--- src/rtl/pc_gen_pkg.sv ---
// Shared types and reset/trap vector defaults for the fetch-address generator.
// The CSR block reads the vector constants from here as well.
package pc_gen_pkg;

  typedef enum logic [1:0] {
    BOOT,
    RUN,
    HALTED
  } state_t;

  typedef enum logic [2:0] {
    SRC_NONE,
    SRC_EXC,
    SRC_ERET,
    SRC_BR,
    SRC_JMP
  } redir_src_t;

  localparam logic [31:0] DEFAULT_RESET_VEC = 32'h0000_0000;
  localparam logic [31:0] DEFAULT_TRAP_VEC  = 32'h0000_0100;

endpackage

--- src/rtl/pc_gen_if.sv ---
// Instruction-memory fetch request channel: address plus valid/ready handshake.
interface pc_gen_if #(
  parameter int unsigned XLEN = 32
);
  logic [XLEN-1:0] pc;
  logic            pc_valid;
  logic            pc_ready;

  modport master (output pc, output pc_valid, input pc_ready);
  modport slave  (input pc, input pc_valid, output pc_ready);
endinterface

--- src/rtl/pc_redirect_mux.sv ---
// Priority select among redirect sources; misaligned non-exception targets trap.
module pc_redirect_mux
  import pc_gen_pkg::*;
#(
  parameter int unsigned     XLEN       = 32,
  parameter logic [XLEN-1:0] TRAP_VEC   = XLEN'(DEFAULT_TRAP_VEC),
  parameter int unsigned     INSN_BYTES = 4
) (
  input  logic            exc_valid,
  input  logic            eret_valid,
  input  logic [XLEN-1:0] eret_target,
  input  logic            br_taken,
  input  logic [XLEN-1:0] br_target,
  input  logic            jmp_valid,
  input  logic [XLEN-1:0] jmp_target,
  output logic [XLEN-1:0] target,
  output redir_src_t      src,
  output logic            misalign
);

  localparam logic [XLEN-1:0] ALIGN_MASK = XLEN'(INSN_BYTES - 1);

  logic [XLEN-1:0] raw_target;

  always_comb begin
    src        = SRC_NONE;
    raw_target = TRAP_VEC;
    if (exc_valid) begin
      src = SRC_EXC;
    end else if (eret_valid) begin
      src        = SRC_ERET;
      raw_target = eret_target;
    end else if (br_taken) begin
      src        = SRC_BR;
      raw_target = br_target;
    end else if (jmp_valid) begin
      src        = SRC_JMP;
      raw_target = jmp_target;
    end
    // The exception vector is trusted aligned; only computed targets are checked.
    misalign = (src != SRC_NONE) && (src != SRC_EXC) && ((raw_target & ALIGN_MASK) != '0);
    target   = misalign ? TRAP_VEC : raw_target;
  end

endmodule

--- src/rtl/pc_gen.sv ---
// Fetch-address generator: boot delay, debug halt, prioritised redirects and
// sequential advance on accepted fetch requests.
module pc_gen
  import pc_gen_pkg::*;
#(
  parameter int unsigned     XLEN       = 32,
  parameter logic [XLEN-1:0] RESET_VEC  = XLEN'(DEFAULT_RESET_VEC),
  parameter logic [XLEN-1:0] TRAP_VEC   = XLEN'(DEFAULT_TRAP_VEC),
  parameter int unsigned     INSN_BYTES = 4,
  parameter int unsigned     BOOT_DELAY = 1
) (
  input  logic            clk,
  input  logic            rst_n,
  input  logic            stall,
  input  logic            br_taken,
  input  logic [XLEN-1:0] br_target,
  input  logic            jmp_valid,
  input  logic [XLEN-1:0] jmp_target,
  input  logic            exc_valid,
  input  logic            eret_valid,
  input  logic [XLEN-1:0] eret_target,
  input  logic            halt_req,
  input  logic            resume,
  pc_gen_if.master        fetch,
  output logic            redirect,
  output logic            misalign,
  output logic            halted
);

  localparam logic [3:0] BOOT_LAST = 4'(BOOT_DELAY - 1);

  state_t          state_q, state_d;
  logic [3:0]      boot_cnt_q, boot_cnt_d;
  logic [XLEN-1:0] pc_q, pc_d;
  logic            redirect_q, misalign_q;

  logic [XLEN-1:0] mux_target;
  redir_src_t      mux_src;
  logic            mux_misalign;
  logic            take_redirect;
  logic            pc_valid_int;
  logic            fire;
  logic            pending;

  pc_redirect_mux #(
    .XLEN       (XLEN),
    .TRAP_VEC   (TRAP_VEC),
    .INSN_BYTES (INSN_BYTES)
  ) u_mux (
    .exc_valid   (exc_valid),
    .eret_valid  (eret_valid),
    .eret_target (eret_target),
    .br_taken    (br_taken),
    .br_target   (br_target),
    .jmp_valid   (jmp_valid),
    .jmp_target  (jmp_target),
    .target      (mux_target),
    .src         (mux_src),
    .misalign    (mux_misalign)
  );

  assign pc_valid_int  = (state_q == RUN) && !stall;
  assign fire          = pc_valid_int && fetch.pc_ready;
  assign pending       = pc_valid_int && !fetch.pc_ready;
  assign take_redirect = (state_q != BOOT) && (mux_src != SRC_NONE);

  always_comb begin
    state_d    = state_q;
    boot_cnt_d = boot_cnt_q;
    unique case (state_q)
      BOOT: begin
        boot_cnt_d = boot_cnt_q + 4'd1;
        if (boot_cnt_q == BOOT_LAST) state_d = RUN;
      end
      RUN: begin
        if (halt_req && !pending) state_d = HALTED;
      end
      HALTED: begin
        if (resume) state_d = RUN;
      end
      default: state_d = BOOT;
    endcase
  end

  // Redirects win over both stall and an outstanding request, which is dropped.
  always_comb begin
    pc_d = pc_q;
    if (take_redirect) pc_d = mux_target;
    else if (fire)     pc_d = pc_q + XLEN'(INSN_BYTES);
  end

  always_ff @(posedge clk or posedge rst_n) begin
    if (rst_n) begin
      state_q    <= BOOT;
      boot_cnt_q <= '0;
      pc_q       <= RESET_VEC;
      redirect_q <= 1'b0;
      misalign_q <= 1'b0;
    end else begin
      state_q    <= state_d;
      boot_cnt_q <= boot_cnt_d;
      pc_q       <= pc_d;
      redirect_q <= take_redirect;
      misalign_q <= take_redirect && mux_misalign;
    end
  end

  assign fetch.pc       = pc_q;
  assign fetch.pc_valid = pc_valid_int;
  assign redirect       = redirect_q;
  assign misalign       = misalign_q;
  assign halted         = (state_q == HALTED);

endmodule
--- src/flat_wrapper.sv ---
// flat-port wrapper written by rule: the top's interface ports become plain ports
module pc_gen_flat import pc_gen_pkg::*;
#(
  parameter int unsigned     XLEN       = 32,
  parameter logic [XLEN-1:0] RESET_VEC  = XLEN'(DEFAULT_RESET_VEC),
  parameter logic [XLEN-1:0] TRAP_VEC   = XLEN'(DEFAULT_TRAP_VEC),
  parameter int unsigned     INSN_BYTES = 4,
  parameter int unsigned     BOOT_DELAY = 1
)
  (clk, rst_n, stall, br_taken, br_target, jmp_valid, jmp_target, exc_valid, eret_valid, eret_target, halt_req, resume, redirect, misalign, halted, fetch_pc, fetch_pc_valid, fetch_pc_ready);
  pc_gen_if #(.XLEN(XLEN)) fetch_i ();
  input  logic clk;
  input  logic rst_n;
  input  logic stall;
  input  logic br_taken;
  input  logic [XLEN-1:0] br_target;
  input  logic jmp_valid;
  input  logic [XLEN-1:0] jmp_target;
  input  logic exc_valid;
  input  logic eret_valid;
  input  logic [XLEN-1:0] eret_target;
  input  logic halt_req;
  input  logic resume;
  output logic redirect;
  output logic misalign;
  output logic halted;
  output wire logic [$bits(fetch_i.pc)-1:0] fetch_pc;
  output wire logic [$bits(fetch_i.pc_valid)-1:0] fetch_pc_valid;
  input wire logic [$bits(fetch_i.pc_ready)-1:0] fetch_pc_ready;
  assign fetch_pc = fetch_i.pc;
  assign fetch_pc_valid = fetch_i.pc_valid;
  assign fetch_i.pc_ready = fetch_pc_ready;
  pc_gen #(.XLEN(XLEN), .RESET_VEC(RESET_VEC), .TRAP_VEC(TRAP_VEC), .INSN_BYTES(INSN_BYTES), .BOOT_DELAY(BOOT_DELAY)) u_core (.clk(clk), .rst_n(rst_n), .stall(stall), .br_taken(br_taken), .br_target(br_target), .jmp_valid(jmp_valid), .jmp_target(jmp_target), .exc_valid(exc_valid), .eret_valid(eret_valid), .eret_target(eret_target), .halt_req(halt_req), .resume(resume), .fetch(fetch_i), .redirect(redirect), .misalign(misalign), .halted(halted));
endmodule
--- config.mk ---
export PLATFORM = sky130hd
export DESIGN_NAME = pc_gen_flat
export DESIGN_NICKNAME = d
export VERILOG_FILES = /design/src/rtl/pc_gen_pkg.sv /design/src/rtl/pc_gen_if.sv /design/src/rtl/pc_redirect_mux.sv /design/src/rtl/pc_gen.sv /design/src/flat_wrapper.sv
export SDC_FILE = /design/constraint.sdc
export NUM_CORES = 1
export LEC_CHECK = 0
export CAP_MARGIN = 25
export CORE_UTILIZATION = 40
export CTS_BUF_LIST = sky130_fd_sc_hd__clkbuf_16
export DETAILED_ROUTE_END_ITERATION = 16
export GPL_ROUTABILITY_DRIVEN = 1
export PLACE_DENSITY = 0.84
export SKIP_CTS_REPAIR_TIMING = 1
export SLEW_MARGIN = 25
export SYNTH_ARGS = -nofsm -noshare
export SYNTH_HDL_FRONTEND = slang
export SYNTH_SLANG_ARGS = --single-unit
export TNS_END_PERCENT = 5
--- constraint.sdc ---
create_clock -name clk -period 2.6 [get_ports clk]
set_input_delay 0.39 -clock clk [delete_from_list [all_inputs] [get_ports clk]]
set_output_delay 0.39 -clock clk [all_outputs]
set_load 0.05 [all_outputs]
After elaboration in Yosys (flattened, before gate mapping). Cells that the tools add are included.

Flip-flop bits (word level): 40. Input port bits: 106. Output and inout bits: 36. Word-level logic and storage cells: 46.

Add/subtract/negate cells: 2. Equal/unequal tests: 6. Muxes and demuxes: 15. Reductions and logical operators: 18.

Operators by type and width (number): $mux 32 (7); $add 32x3->32 const B (1); $reduce_bool 32->1 (1); $mux 3 (4); $logic_and 1x1->1 (8); $mux 2 (3); $pmux 2 s3 (1); $add 4x1->4 const B (1); $logic_not 4->1 (1); $ne 2x2->1 const B (2); $reduce_bool 2->1 (2); $logic_not 1->1 (3); $ne 3x1->1 const B (1); $reduce_and 3->1 (1); $reduce_bool 3->1 (1); $eq 2x1->1 const B (1); $eq 2x2->1 const B (1); $logic_not 2->1 (1); $ne 2x1->1 const B (1).

Depth between registers and ports, before layout.
Depth after elaboration: 9. Depth in mapped cells: 9. Mapped depth without buffers: 6.

Hierarchy. Synthesis repeated with hierarchy kept, for this count alone.

Cell total of the unflattened synthesis: 424. Area, all modules: 3493.4 um^2.

Modules (own cells, without submodules): pc_gen (times used 1, cells an instance 232, area each 2112.0 um^2, seq. area each 1001.0 um^2); pc_redirect_mux (times used 1, cells an instance 192, area each 1381.3 um^2, seq. area each 0.0 um^2).

Worst setup path after synthesis. OpenSTA, ideal clock, no wires.

Kind: register to register. From: reg u_core.pc_q[15] (netlist: u_core.fetch.pc[15]). To: reg u_core.pc_q[25] (netlist: u_core.fetch.pc[25]). Library setup time: 0.127 ns. Arrival: 2.134 ns. Required time: 2.473 ns. Setup slack: 0.340 ns. Stages on the path, launching flop included: 8. Path buffers: 2. Period minus slack after synthesis: 2.260 ns. Path through: dfrtp_1 > buf_4 > nand3_2 > or3_1 > buf_2 > or4_4 > a21oi_2 > nor3_1.

Cells in the longest elaborated chain, start to end: 3.

RTL lines: start, declared (line pc_gen.sv:34) `logic [XLEN-1:0] pc_q, pc_d;`; start signal, assigned (line pc_gen.sv:102) `pc_q <= pc_d;`; $add 32x3->32 (line pc_gen.sv:89) `else if (fire) pc_d = pc_q + XLEN'(INSN_BYTES);`; $mux 32 (line pc_gen.sv:89); $mux 32 (line pc_gen.sv:88) `if (take_redirect) pc_d = mux_target;`.

Every way passes these cells. The select of a mux whose other input is x is not followed. A chain may end at the register's enable or synchronous reset.

Worst setup path after layout.
From: reg u_core.state_q[1]. To: out fetch_pc_valid.

Cells in the longest elaborated chain, start to end: 2.

RTL lines: start, declared (line pc_gen.sv:32) `state_t state_q, state_d;`; start signal, assigned (line pc_gen.sv:100) `state_q <= state_d;`; $eq 2x1->1 (line pc_gen.sv:62) `assign pc_valid_int = (state_q == RUN) && !stall;`; $logic_and 1x1->1 (line pc_gen.sv:62); end, declared (line flat_wrapper.sv:28) `output wire logic [$bits(fetch_i.pc_valid)-1:0] fetch_pc_valid;`.

Every way passes these cells.

==> results.py <==
metrics = {
    "run_status": {
        "outcome": "finished, final reports clean",
    },
    "cells_and_area": {
        "n_antenna_cell": 0,
        "drive_above_1_share_pct": 8.233,
        "final-instance-count-excl-fill": 597,
        "nets": 606,
        "area_growth_syn_to_layout_pct": 56.96,
        "post-route-util_pct": 64.98,
        "fill_cells": 608,
        "register_area_um2": 1001,
        "multi_input_area_um2": 1814,
        "design_area_um2": 4713,
    },
    "route": {
        "ant_nets": 0,
        "wirelength_mm": 11.49,
        "drtIter0Drc": 410,
        "drt-pass1-iter-count": 7,
        "post_drt_wl_per_cell_um": 19.24,
        "drc": 0,
        "route.vias.total": 3794,
        "post_drt_via_cell_ratio": 6.355,
    },
    "grt": {
        "grt_pass1_vias": 3480,
        "grt_max_degree": 41,
        "antenna_found_initial": 0,
        "grt-ovfl-total": 0,
        "grt_pass1_wl_mm": 17.48,
        "track_usage_pct": 29.54,
    },
    "worst_setup_path": {
        "r2r_slack_ps": 410,
        "setup.worst_path.end": "fetch_pc_valid",
        "ff2ff_path_depth": 5,
        "end_kind": "output pin",
        "r2r-end": "u_core.fetch.pc[27]$_DFFE_PP0P_",
        "cp-startpoint": "u_core.state_q[1]$_DFFE_PP0P_",
        "worstPathArrival_ps": 1850,
        "crit_path_max_fanout": 8,
        "worstSetupPathType": "register to output pin",
        "worst_ep_required_time_ps": 2210,
        "reg2reg_from": "u_core.fetch.pc[7]$_DFFE_PP0P_",
        "cp-start-kind": "register",
    },
    "timing": {
        "final_max_slew_viol_count": 0,
        "clock_skew_ps": 5.397,
        "hold_violations": 0,
        "fin_crit_ps": 2243,
        "post-route-period-util_pct": 86.27,
        "max_freq_ghz": 0.4458,
        "worst_pin_slew_ps": 721.1,
        "fin_setup_tns_ps": 0,
        "setup_viol": 0,
        "max-slew-margin-rel_pct": 50.68,
        "worst_slack_ps": 356.9,
        "worst_hold_slack_ps": 482.0,
        "rsz0062_at_grt": "no",
    },
    "yosys": {
        "synth.most_common_cell": "dfrtp_1",
        "synth_largest_area_cell": "dfrtp_1",
        "synth_top_area_share_pct": 33.33,
        "synth-seq-cells": 40,
        "synth_common_cells": "40 x dfrtp_1, 31 x nor2_1, 24 x o21ai_0",
        "ys.flop_type": "dfrtp_1",
        "synthTopCellsByArea": "dfrtp_1 33%, a221oi_1 5.2%, o21ai_0 4.0%",
        "synth_warnings": 0,
        "syn_area_per_cell_um2": 8.341,
        "synth.distinct_cells": 65,
        "synthesis.area_um2": 3003,
        "syn_inst": 360,
        "synth_nets": 469,
        "synthArstFlopShare_pct": 100.0,
        "yosysSeqAreaShare_pct": 33.33,
        "synth-edff-count": 0,
    },
    "floorplan": {
        "die_w_um": 88.65,
        "die-area_um2": 7858,
        "initial_core_util_pct": 41.40,
        "fp.dieH_um": 88.65,
        "boundaryPins": 142,
        "core_area_um2": 7253,
        "fp-row-count": 31,
    },
    "clock_network": {
        "cts_tree": "done",
        "path_clk_slew_ps": 60,
        "cts-root-buf": "clkbuf_16",
        "insertion_delay_ps": 290,
        "cts.sink_count": 40,
        "numCtsBuffers": 5,
        "cts_max_path_buffers": 2,
        "cts_max_level": 2,
    },
    "hold_path": {
        "hold_class": "register to register",
    },
    "placement": {
        "port_buffers": 141,
        "dp_cells": 589,
        "place_area_um2": 4546,
        "gp_congestion": 0.8957,
        "pre_cts_ws_ps": 144.5,
        "dpl.hpwl_mm": 8.571,
    },
    "power_and_ir_drop": {
        "p_per_area_nw_per_um2": 681.8,
        "irDropWorstVdd_uv": 557.5,
        "p_total_mw": 3.214,
        "cellLeakagePower_nw": 1.837,
    },
    "job": {
        "maxCapViolCount": 0,
    },
}
==> per-layer routing <==
layer  vias to the layer above  share of wire [%]  track usage, %
met1                      1770                 39           38.92
met5                         -                  0               0
li1                       1689                  -               -
met3                        44                 10           6.157
met4                         0                3.3           11.44
met2                       291                 48           47.55
==> cell usage in the layout, fill, tap and decap left out, drive strengths merged, types with 3 or more instances in the layout <==
cell,count
and4,5
a31oi,7
a22oi,6
nor4,3
nand2b,3
a221o,9
o32ai,3
nor3,17
inv,13
nand4,8
o21ai,24
buf,19
xnor2,5
a311oi,3
o21a,7
or2,5
a211oi,5
and3,8
ha,3
o211ai,4
a21oi,21
clkbuf,5
a41o,3
nand3,9
a21o,3
o22ai,6
a221oi,18
nand2,16
clkdlybuf4s50,141
or4,6
o22a,4
dfrtp,40
nor2,32
==> cells by family (layout without fill, tap and decap cells) <==
kind of cell | Yosys count | in the layout | synth area share [%]
AO/OA/AOI/OAI | 142 | 142 | 34.38
AND/OR/NAND/NOR | 124 | 124 | 22.67
buffers and inverters | 44 | 182 | 6.333
flip-flops | 40 | 40 | 33.33
XOR/XNOR | 7 | 7 | 2.042
adder cells (fa/ha/maj) | 3 | 3 | 1.250
==> critical path, cell delays in order, from the launching register on <==
cell,delay (ps)
dfrtp_1,460
nand2b_1,210
nor2_1,90
clkdlybuf4s50_1,810
==> flip-flops by register name, indices dropped and copies added (netlist names) <==
name,flops
u_core.boot_cnt_q,4
u_core.misalign,1
u_core.state_q,2
u_core.fetch.pc,32
u_core.redirect,1
==> power breakdown <==
group	leakage, nW	switching (mW)	internal (mW)
combinational	1.22	0.937	0.653
clock	0.0798	0.263	0.451
sequential	0.536	0.157	0.753
total	1.84	1.36	1.86
==> layout make-up <==
| class | count | share of cell area, % |
|---|---|---|
| multi-input cells | 276 | 38.49 |
| inverters | 14 | 1.115 |
| clock inverters | 3 | 0.9026 |
| flip-flops and latches | 40 | 21.24 |
| repair buffers | 160 | 32.97 |
| clock buffers | 5 | 2.655 |
| well taps | 99 | 2.628 |
==> how the worst min path moves through the flow <==
stage / cells after the start / end / slack (ps) / start
final: 1 / u_core.boot_cnt_q[3]$_DFFE_PP0N_ / 480 / u_core.boot_cnt_q[3]$_DFFE_PP0N_
after global routing: 1 / u_core.fetch.pc[0]$_DFFE_PP0P_ / 500 / u_core.fetch.pc[0]$_DFFE_PP0P_
after CTS: 1 / u_core.boot_cnt_q[3]$_DFFE_PP0N_ / 480 / u_core.boot_cnt_q[3]$_DFFE_PP0N_
after detailed placement: 1 / u_core.boot_cnt_q[3]$_DFFE_PP0N_ / 470 / u_core.boot_cnt_q[3]$_DFFE_PP0N_
after global placement: 1 / u_core.boot_cnt_q[3]$_DFFE_PP0N_ / 460 / u_core.boot_cnt_q[3]$_DFFE_PP0N_
after floorplan: 1 / u_core.boot_cnt_q[3]$_DFFE_PP0N_ / 450 / u_core.boot_cnt_q[3]$_DFFE_PP0N_
Note: power is estimated with default switching activity, not from simulation.
